### src/rtl/rf_wb_arbiter_pkg.sv
// rf_wb_arbiter_pkg: shared types and bus widths for the register-file
// write-port arbiter.
//   lu_res_t   : one buffered long-latency-unit result {dest, data, pc}
//   rf_wport_t : register-file write port {we, waddr, wdata}, same layout
//                as the WB-to-regfile bus
//   grant_e    : which requester owns the write port this cycle
package rf_wb_arbiter_pkg;

  localparam int LU_RES_BUS_WD   = 69;
  localparam int RF_WPORT_BUS_WD = 38;

  typedef struct packed {
    logic [4:0]  dest;
    logic [31:0] data;
    logic [31:0] pc;
  } lu_res_t;

  typedef struct packed {
    logic        we;
    logic [4:0]  waddr;
    logic [31:0] wdata;
  } rf_wport_t;

  typedef enum logic [1:0] {
    GNT_NONE = 2'd0,
    GNT_WB   = 2'd1,
    GNT_LU   = 2'd2
  } grant_e;

  // One-hot GPR select used by the pending-destination scoreboard.
  function automatic logic [31:0] gpr_onehot(input logic [4:0] idx);
    gpr_onehot = 32'h1 << idx;
  endfunction

endpackage

### src/rtl/rf_wb_fifo.sv
// rf_wb_fifo: small synchronous FIFO holding long-latency-unit results until
// they win the register-file write port.
//   clk, resetn      : clock, asynchronous active-low reset
//   push_valid/ready : enqueue handshake (ready = not full)
//   push_data        : entry to enqueue
//   pop              : dequeue the head (ignored when empty)
//   head_valid/data  : registered head; a pushed entry appears here no
//                      earlier than the following cycle (no bypass)
module rf_wb_fifo #(
  parameter int DEPTH = 2,
  parameter int WIDTH = 69
) (
  input  logic             clk,
  input  logic             resetn,
  input  logic             push_valid,
  output logic             push_ready,
  input  logic [WIDTH-1:0] push_data,
  input  logic             pop,
  output logic             head_valid,
  output logic [WIDTH-1:0] head_data
);

  localparam int AW = (DEPTH > 1) ? $clog2(DEPTH) : 1;

  // Pointers carry one extra wrap bit so full and empty are distinguishable.
  logic [AW:0]      wr_ptr_q, wr_ptr_d;
  logic [AW:0]      rd_ptr_q, rd_ptr_d;
  logic [WIDTH-1:0] mem_q [DEPTH];
  logic [WIDTH-1:0] mem_d [DEPTH];
  logic             empty;
  logic             full;
  logic             push_fire;
  logic             pop_fire;

  assign empty = (wr_ptr_q == rd_ptr_q);
  assign full  = (wr_ptr_q[AW] != rd_ptr_q[AW]) &&
                 (wr_ptr_q[AW-1:0] == rd_ptr_q[AW-1:0]);

  // Ready depends only on the registered full flag, so a pop in the same
  // cycle does not open a slot until the next cycle.
  assign push_ready = !full;
  assign push_fire  = push_valid && !full;
  assign pop_fire   = pop && !empty;

  assign head_valid = !empty;
  assign head_data  = mem_q[rd_ptr_q[AW-1:0]];

  always_comb begin
    wr_ptr_d = wr_ptr_q;
    rd_ptr_d = rd_ptr_q;
    mem_d    = mem_q;
    if (push_fire) begin
      mem_d[wr_ptr_q[AW-1:0]] = push_data;
      wr_ptr_d                = wr_ptr_q + {{AW{1'b0}}, 1'b1};
    end
    if (pop_fire) begin
      rd_ptr_d = rd_ptr_q + {{AW{1'b0}}, 1'b1};
    end
  end

  always_ff @(posedge clk or negedge resetn) begin
    if (!resetn) begin
      wr_ptr_q <= '0;
      rd_ptr_q <= '0;
    end else begin
      wr_ptr_q <= wr_ptr_d;
      rd_ptr_q <= rd_ptr_d;
    end
  end

  // Storage needs no reset: an entry is only visible once a pointer covers it.
  always_ff @(posedge clk) begin
    mem_q <= mem_d;
  end

endmodule

### src/rtl/rf_wb_arbiter.sv
// rf_wb_arbiter: shares the single register-file write port between the
// in-order WB stage and late-retiring long-latency-unit (LU) results.
//   clk, resetn              : clock, asynchronous active-low reset
//   wb_*                     : retiring WB instruction; wb_ready low means
//                              WB must hold its bus this cycle
//   lu_issue_valid/dest      : LU op issued from ID (sets scoreboard bit)
//   lu_res_*                 : LU result handshake into the buffer FIFO
//   lu_pend_mask             : GPRs still awaiting an LU write
//   rf_we/waddr/wdata        : regfile write port
//   debug_wb_*               : trace interface mirroring the write port
module rf_wb_arbiter
  import rf_wb_arbiter_pkg::*;
#(
  parameter int LU_DEPTH   = 2,
  parameter int STARVE_MAX = 4
) (
  input  logic        clk,
  input  logic        resetn,
  input  logic        wb_valid,
  input  logic        wb_we,
  input  logic [4:0]  wb_dest,
  input  logic [31:0] wb_data,
  input  logic [31:0] wb_pc,
  output logic        wb_ready,
  input  logic        lu_issue_valid,
  input  logic [4:0]  lu_issue_dest,
  input  logic        lu_res_valid,
  output logic        lu_res_ready,
  input  logic [4:0]  lu_res_dest,
  input  logic [31:0] lu_res_data,
  input  logic [31:0] lu_res_pc,
  output logic [31:0] lu_pend_mask,
  output logic        rf_we,
  output logic [4:0]  rf_waddr,
  output logic [31:0] rf_wdata,
  output logic [31:0] debug_wb_pc,
  output logic [3:0]  debug_wb_rf_we,
  output logic [4:0]  debug_wb_rf_wnum,
  output logic [31:0] debug_wb_rf_wdata
);

  localparam int CW = $clog2(STARVE_MAX + 1);

  logic [CW-1:0]              starve_q, starve_d;
  logic [31:0]                pend_q, pend_d;
  lu_res_t                    push_res;
  lu_res_t                    head_res;
  logic                       head_valid;
  logic                       wb_need;
  logic                       lu_need;
  logic                       starved;
  logic                       lu_pop;
  grant_e                     grant;
  rf_wport_t                  wport;
  logic [RF_WPORT_BUS_WD-1:0] wport_bus;
  logic [31:0]                set_vec;
  logic [31:0]                clr_vec;

  assign push_res = '{dest: lu_res_dest, data: lu_res_data, pc: lu_res_pc};

  rf_wb_fifo #(
    .DEPTH (LU_DEPTH),
    .WIDTH (LU_RES_BUS_WD)
  ) u_fifo (
    .clk        (clk),
    .resetn     (resetn),
    .push_valid (lu_res_valid),
    .push_ready (lu_res_ready),
    .push_data  (push_res),
    .pop        (lu_pop),
    .head_valid (head_valid),
    .head_data  (head_res)
  );

  // WB demand is masked while reset is held so the write port stays quiet
  // even if the flushed pipeline still presents a valid WB bus.
  assign wb_need = resetn && wb_valid && wb_we && (wb_dest != 5'd0);
  assign lu_need = head_valid;
  assign starved = (starve_q == CW'(STARVE_MAX));

  // WB normally wins; a starved LU head takes the port and stalls WB.
  always_comb begin
    grant = GNT_NONE;
    if (lu_need && (!wb_need || starved)) begin
      grant = GNT_LU;
    end else if (wb_need) begin
      grant = GNT_WB;
    end
  end

  assign lu_pop   = (grant == GNT_LU);
  assign wb_ready = !(wb_need && lu_need && starved);

  // Counts conflicts lost by the LU head; any pop restarts the count.
  always_comb begin
    starve_d = starve_q;
    if (lu_pop) begin
      starve_d = '0;
    end else if (wb_need && lu_need && !starved) begin
      starve_d = starve_q + CW'(1);
    end
  end

  // An LU entry for r0 still consumes its port slot (so it is traced) but
  // must not write the regfile.
  always_comb begin
    wport       = '0;
    debug_wb_pc = '0;
    case (grant)
      GNT_WB: begin
        wport.we    = 1'b1;
        wport.waddr = wb_dest;
        wport.wdata = wb_data;
        debug_wb_pc = wb_pc;
      end
      GNT_LU: begin
        wport.we    = (head_res.dest != 5'd0);
        wport.waddr = head_res.dest;
        wport.wdata = head_res.data;
        debug_wb_pc = head_res.pc;
      end
      default: begin
        wport       = '0;
        debug_wb_pc = '0;
      end
    endcase
  end

  assign wport_bus                     = wport;
  assign {rf_we, rf_waddr, rf_wdata}   = wport_bus;
  assign debug_wb_rf_we                = {4{rf_we}};
  assign debug_wb_rf_wnum              = rf_waddr;
  assign debug_wb_rf_wdata             = rf_wdata;

  // Set and clear are independent vectors; ID never issues to a pending
  // register, so the same bit cannot be set and cleared together.
  always_comb begin
    set_vec = (lu_issue_valid && (lu_issue_dest != 5'd0)) ? gpr_onehot(lu_issue_dest) : 32'h0;
    clr_vec = lu_pop ? gpr_onehot(head_res.dest) : 32'h0;
    pend_d    = (pend_q & ~clr_vec) | set_vec;
    pend_d[0] = 1'b0;
  end

  assign lu_pend_mask = pend_q;

  always_ff @(posedge clk or negedge resetn) begin
    if (!resetn) begin
      starve_q <= '0;
      pend_q   <= '0;
    end else begin
      starve_q <= starve_d;
      pend_q   <= pend_d;
    end
  end

endmodule

### config.mk
export PLATFORM = sky130hd
export DESIGN_NAME = rf_wb_arbiter
export DESIGN_NICKNAME = d
export VERILOG_FILES = /design/src/rtl/rf_wb_arbiter_pkg.sv /design/src/rtl/rf_wb_fifo.sv /design/src/rtl/rf_wb_arbiter.sv
export SDC_FILE = /design/constraint.sdc
export NUM_CORES = 1
export LEC_CHECK = 0
export ABC_AREA = 1
export CAP_MARGIN = 20
export CORE_ASPECT_RATIO = 0.9
export CORE_UTILIZATION = 45
export CTS_CLUSTER_DIAMETER = 50
export CTS_CLUSTER_SIZE = 20
export DETAILED_ROUTE_END_ITERATION = 10
export GPL_ROUTABILITY_DRIVEN = 0
export HOLD_SLACK_MARGIN = 0.05
export PLACE_DENSITY = 0.8
export SLEW_MARGIN = 10
export SYNTH_ARGS = -nofsm -noshare
export SYNTH_HDL_FRONTEND = slang
export SYNTH_SLANG_ARGS = --single-unit
export TNS_END_PERCENT = 100
### constraint.sdc
create_clock -name clk -period 7.65 [get_ports clk]
set_input_delay 2.295 -clock clk [delete_from_list [all_inputs] [get_ports clk]]
set_output_delay 2.295 -clock clk [all_outputs]
set_load 0.01 [all_outputs]
## Yosys cells after proc, flatten, opt, wreduce, memory -nomap -nowiden

Cells that the tools add are included.

| cells by class | value |
|---|---|
| add/subtract/negate cells | 3 |
| $lt $le $gt $ge | 3 |
| equality and inequality tests | 6 |
| shifts and indexed selects | 2 |
| muxes and demuxes | 14 |
| bitwise logic cells | 5 |
| reductions and logical operators | 22 |

Operator list:

| cell | number |
|---|---|
| $mux W69 | 4 |
| $bwmux W138 | 1 |
| $pmux W38 S2 | 1 |
| $demux W69 S1 | 1 |
| $mux W32 | 2 |
| $pmux W32 S2 | 1 |
| $shl A1 B5 Y32 const A | 2 |
| $and A32 B32 Y32 | 1 |
| $not A32 Y32 | 1 |
| $or A32 B32 Y32 | 1 |
| $reduce_bool A5 Y1 | 3 |
| $logic_and A1 B1 Y1 | 12 |
| $mux W3 | 2 |
| $logic_not A1 Y1 | 5 |
| $add A2 B1 Y2 const B | 2 |
| $ge A2 B2 Y1 const B | 2 |
| $not A1 Y2 | 2 |
| $add A3 B1 Y3 const B | 1 |
| $eq A3 B3 Y1 const B | 1 |
| $eq A2 B1 Y1 const B | 1 |
| $eq A2 B2 Y1 | 1 |
| $eq A2 B2 Y1 const B | 1 |
| $lt A2 B1 Y1 const B | 1 |
| $mux W2 | 1 |
| other kinds (5) | 5 |

| word-level totals | value |
|---|---|
| flip-flop bits (word level) | 176 |
| input bits | 149 |
| output and inout port bits | 145 |
| logic and storage cells | 61 |

## Longest topological paths before layout

| logic depth | value |
|---|---|
| depth after elaboration | 12 |
| depth in mapped cells | 11 |
| depth with buffers taken out | 9 |

## Hierarchy

A second synthesis with hierarchy kept.

| unflattened totals | value |
|---|---|
| cells, all modules | 942 |
| area, all modules | 8423.1 sq um |

By module, submodules not included:

| module | instances | cells each | area an instance (sq um) | sequential area each (sq um) |
|---|---|---|---|---|
| rf_wb_fifo | 1 | 397 | 5256.3 | 4244.1 |
| rf_wb_arbiter | 1 | 545 | 3166.8 | 850.8 |

## Worst setup path before layout

OpenSTA, ideal clock, no wires.

| timing path | value |
|---|---|
| kind | input -> register |
| start point | input port lu_res_valid |
| end point | register u_fifo.mem_q[0] (netlist name) (enable) |
| library setup time | 0.500 ns |
| data arrival time | 5.328 ns |
| data required time | 7.150 ns |
| setup slack | 1.822 ns |
| cell stages on the path | 2 |
| path buffers | 0 |
| cell sequence | nand2_1 nor2_1 |

| between the ends | value |
|---|---|
| longest elaborated chain between the ends | 1 |

RTL lines:

| element | RTL line | RTL |
|---|---|---|
| start: declaration | rf_wb_arbiter.sv:27 | `input logic lu_res_valid,` |
| $logic_and A1 B1 Y1 | rf_wb_fifo.sv:42 | `assign push_fire = push_valid && !full;` |
| end signal: assignment | rf_wb_fifo.sv:73 | `mem_q <= mem_d;` |
| end: declaration | rf_wb_fifo.sv:28 | `logic [WIDTH-1:0] mem_q [DEPTH];` |

Every way passes these cells.
A chain may end at the register's enable or synchronous reset.

## Final worst setup path

| timing path | value |
|---|---|
| start point | input port wb_we |
| end point | output port debug_wb_rf_wdata[6] |

| between the ends | value |
|---|---|
| longest elaborated chain between the ends | 8 |
| elaborated cells between the ends (all ways) | 10 |
| those cells by class | 2 x eq/ne; 3 x mux; 5 x reduce/logical |

RTL lines:

| element | RTL line | RTL |
|---|---|---|
| start: declaration | rf_wb_arbiter.sv:20 | `input logic wb_we,` |
| $logic_and A1 B1 Y1 (*) (2 in a row) | rf_wb_arbiter.sv:77 | `assign wb_need = resetn && wb_valid && wb_we && (wb_dest != 5'd0);` |
| $logic_not A1 Y1 | rf_wb_arbiter.sv:84 | `if (lu_need && (!wb_need \|\| starved)) begin` |
| $logic_or A1 B1 Y1 | rf_wb_arbiter.sv:84 |  |
| $logic_and A1 B1 Y1 | rf_wb_arbiter.sv:84 |  |
| $mux W2 (*) | rf_wb_arbiter.sv:84 |  |
| $eq A2 B2 Y1 / $eq A2 B1 Y1 (equally long branches) | rf_wb_arbiter.sv:109 | `case (grant)` |
| $pmux W38 S2 (*) | rf_wb_arbiter.sv:109 |  |
| end: declaration | rf_wb_arbiter.sv:39 | `output logic [31:0] debug_wb_rf_wdata` |

Every way passes the cells marked *; elsewhere a longest branch is shown, timed or not.

==> impl_metrics.toml <==
[outcome]
status = "finished, final reports clean"

[cts]
cts-root-to-sink-buffers = 2
cts_repair_resize_count = 0
post_cts.repair.setup_buffers = 0
cts-root-buf = "sky130_fd_sc_hd__clkbuf_16"
tritoncts = "built"
cts.hold.buffers_added = 0
cts_made_buffers = 17
numClockSinks = 176
clk-insertion-delay-late_ns = 0.43
h_tree_depth = 4
cts.reportedPaths.clkPinSlew_ns = 0.07

[cells_and_area]
post_route_cells_drive_above_1_share_pct = 4.79
most_frequent_cells_in_the_layout = "sky130_fd_sc_hd__nand2_1 (411), sky130_fd_sc_hd__clkdlybuf4s50_1 (291), sky130_fd_sc_hd__edfxtp_1 (138)"
finish.cell_count_without_fillers = 1396
final_cell_area_mm2 = 0.0118
mostFrequentLayoutCell = "sky130_fd_sc_hd__nand2_1"
fillers = 1490
layout.nets = 1288
area_delta_synth_final_pct = 39.6

[synth]
synth.yosys.seq_area_share_pct = 60.5
ys_seq_elements = 176
synth_top_family_by_area = "simple AND/OR/NAND/NOR gates"
synth_adder_area_share_pct = 0.297
post_synthesis_xor_xnor_area_fraction_pct = 0.520
post_synth_inst_count = 911
ys_top_cells_by_area = "sky130_fd_sc_hd__edfxtp_1 (49%), sky130_fd_sc_hd__nand2_1 (18%), sky130_fd_sc_hd__dfrtp_1 (11%), sky130_fd_sc_hd__nand3_1 (5.8%), sky130_fd_sc_hd__buf_4 (4.7%)"
top_cell_type_s_share_of_synthesized_area_pct = 49.2
yosysWarnings = 0
post_synth_and_or_nand_nor_area_fraction_pct = 28.1
syn_avg_cell_area_um2 = 9.25
synth_compound_area_share_pct = 2.27
ys_types = 27
synth.largest_area_cell = "sky130_fd_sc_hd__edfxtp_1"
syn-num-nets = 1062
syn_area_mm2 = 0.00842
synth_mux_area_share_pct = 0

[drt]
vias = 7162
dr.pass1.iters = 5
detail_route.wl_per_cell_um = 16.5
drtIter0Drc = 434
postRouteWirelength_um = 23000
drc_violations = 0
detail_route.vias_per_cell = 5.13
ant_nets = 0

[run]
maxCapViolCount = 0

[critical_path]
critical_path.endpoint_type = "output port"
worst-setup-path-type = "input port to output port"
required_ns = 5.36
ff2ff_setup_slack_ns = 4.71
worst_path_max_delay_cell = "sky130_fd_sc_hd__clkdlybuf4s50_1"
worstPathMaxFanout = 35
reg2reg_depth = 5
rr_startpoint = "u_fifo.rd_ptr_q[0]"
critPathArrivalTime_ns = 4.63
timing.rr.end = "u_fifo.mem_q[106]"
slowest_delay_ns = 0.56
critical_path.cell_chain = "clkdlybuf4s50_1 -> inv_1 -> nor2_1 -> nand3_1 -> nand2_4 -> buf_4 -> nand3_1 -> nand2_1 -> clkdlybuf4s50_1"
crit_path_launch_type = "input port"

[place]
placedCellCount = 1363
place.detailed.hpwl_um = 15800
post_dp_cell_area_mm2 = 0.0112
number_of_buffers_added_on_ports = 292
dp_worst_setup_slack_ns = 0.764

[global_routing]
grt_overflow_total = 0
grt_pass1_vias = 7025
antenna_violations_before_repair = 1
global_route.usage.met1_pct = 27.7
groute.layer.met2.usage_pct = 42.4
global_route.usage.total_pct = 24.1
grt_first_pass_wirelength_um = 36000
busiest_layer = "met2"
grt_max_degree = 75
met3_usage_pct = 6.78

[timing]
final.min_clock_period_ns = 6.92
clock.fmax_ghz = 0.144
timing_worst_slew_pin_value_ns = 0.987
slew-limit-headroom_pct = 34.1
final_max_slew_violation_count = 0
min_period_over_period_pct = 90.5
hold_viol = 0
setup_repair_after_global_routing_missed_its_margin = "false"
setup_viol_count_final = 0
skew_ns = 0.0115
setup_total_negative_slack_ns = 0
final_critical_path_setup_slack_ns = 0.729

[floorplanning]
die_area_mm2 = 0.0193
floorplan.initialDensity_pct = 45.9
die_h_um = 132
core_outline_area_mm2 = 0.0183
io_pins = 294
die_w_um = 146
num_rows = 47

[hold_path]
worstHoldPathType = "flop to flop"
whs_path_depth = 2
hold_path.startpoint = "lu_pend_mask[13]"
worstHoldEndpoint = "lu_pend_mask[13]"

[power]
p_comb_share_pct = 56.3
netSwitchingPower_mw = 2.22
power_frac_clock_pct = 15.7
power.switching_fraction_pct = 40.5
power_report.internal_total_mw = 3.27
powerDensity_mw_per_mm2 = 467
power.share.sequential_pct = 28.0
total_leakage_power_nw = 4.87
vdd_ir_drop_max_mv = 0.291
power groups by stage:
stage	clock (mW)	sequential, mW	combinational, mW
2_1_floorplan	0	1.57	1.77
3_3_place_gp	0	1.54	3.05
3_5_place_dp	0	1.56	3.09
4_1_cts	0.872	1.54	3.11
5_1_grt	0.907	1.57	3.33
6_report	0.859	1.54	3.09
critical path: cells and delay by family:
family,cells,cell delay [ns]
buffers and inverters,4,1.45
AND/OR/NAND/NOR,5,0.85
area by class of cell:
cell class	instances	area, um^2	area share (%)
sequential	176	5100	43.3
timing repair buffer	302	3020	25.7
multi-input combinational	615	2660	22.6
clock buffer	18	429	3.65
tap	245	307	2.61
clock inverter	13	154	1.31
inverter	25	93.8	0.798
antenna	2	5.00	0.0426
worst max path at each step:
| stage | startpoint | endpoint | slack [ns] | cells past startpoint |
|---|---|---|---|---|
| floorplan | lu_res_valid | u_fifo.mem_q[0] | 1.82 | 2 |
| global placement | wb_we | debug_wb_rf_wdata[6] | 0.79 | 9 |
| CTS | wb_dest[2] | debug_wb_rf_wdata[6] | 0.76 | 9 |
| detailed placement | wb_dest[2] | debug_wb_rf_wdata[6] | 0.76 | 9 |
| finish | wb_we | debug_wb_rf_wdata[6] | 0.73 | 9 |
| global route | wb_dest[2] | debug_wb_rf_wdata[24] | 0.60 | 10 |
metrics by stage:
step / power, mW / hold slack [ns] / util, %
after global routing: 5.80 / 0.487 / 64.1
after detailed placement: 4.64 / 0.464 / 60.9
after CTS: 5.52 / 0.479 / 64.1
after global placement: 4.59 / 0.457 / 60.9
after floorplan: 3.34 / 0.498 / -
final: 5.49 / 0.480 / 64.1
routing by layer:
| metal | vias up | share of wire (%) |
|---|---|---|
| li1 | 3428 | - |
| met1 | 3361 | 38 |
| met2 | 332 | 51 |
| met3 | 41 | 8.3 |
| met4 | 0 | 2.4 |
| met5 | - | 0 |
state kept, by name, indices dropped and copies added (netlist names):
signal           count
lu_pend_mask        31
starve_q             3
u_fifo.mem_q       138
u_fifo.rd_ptr_q      2
u_fifo.wr_ptr_q      2
synth_stat cells, drive strengths merged:
master,number
conb,1
o22ai,1
buf,80
xnor2,2
dfrtp,38
nand2,414
nor2,30
a21oi,1
inv,25
xor2,3
edfxtp,138
ha,2
o21ai,33
nor3,4
clkbuf,15
nand4,27
nand3,97
kinds of logic (layout without fill, tap and decap cells):
family	count (synthesis)	after routing
fa+ha+maj	2	2
xor+xnor	5	5
compound gates	35	35
other cells	1	3
simple gates	572	572
flops	176	176
buf+inv	120	358
Note: power is estimated with default switching activity, not from simulation.
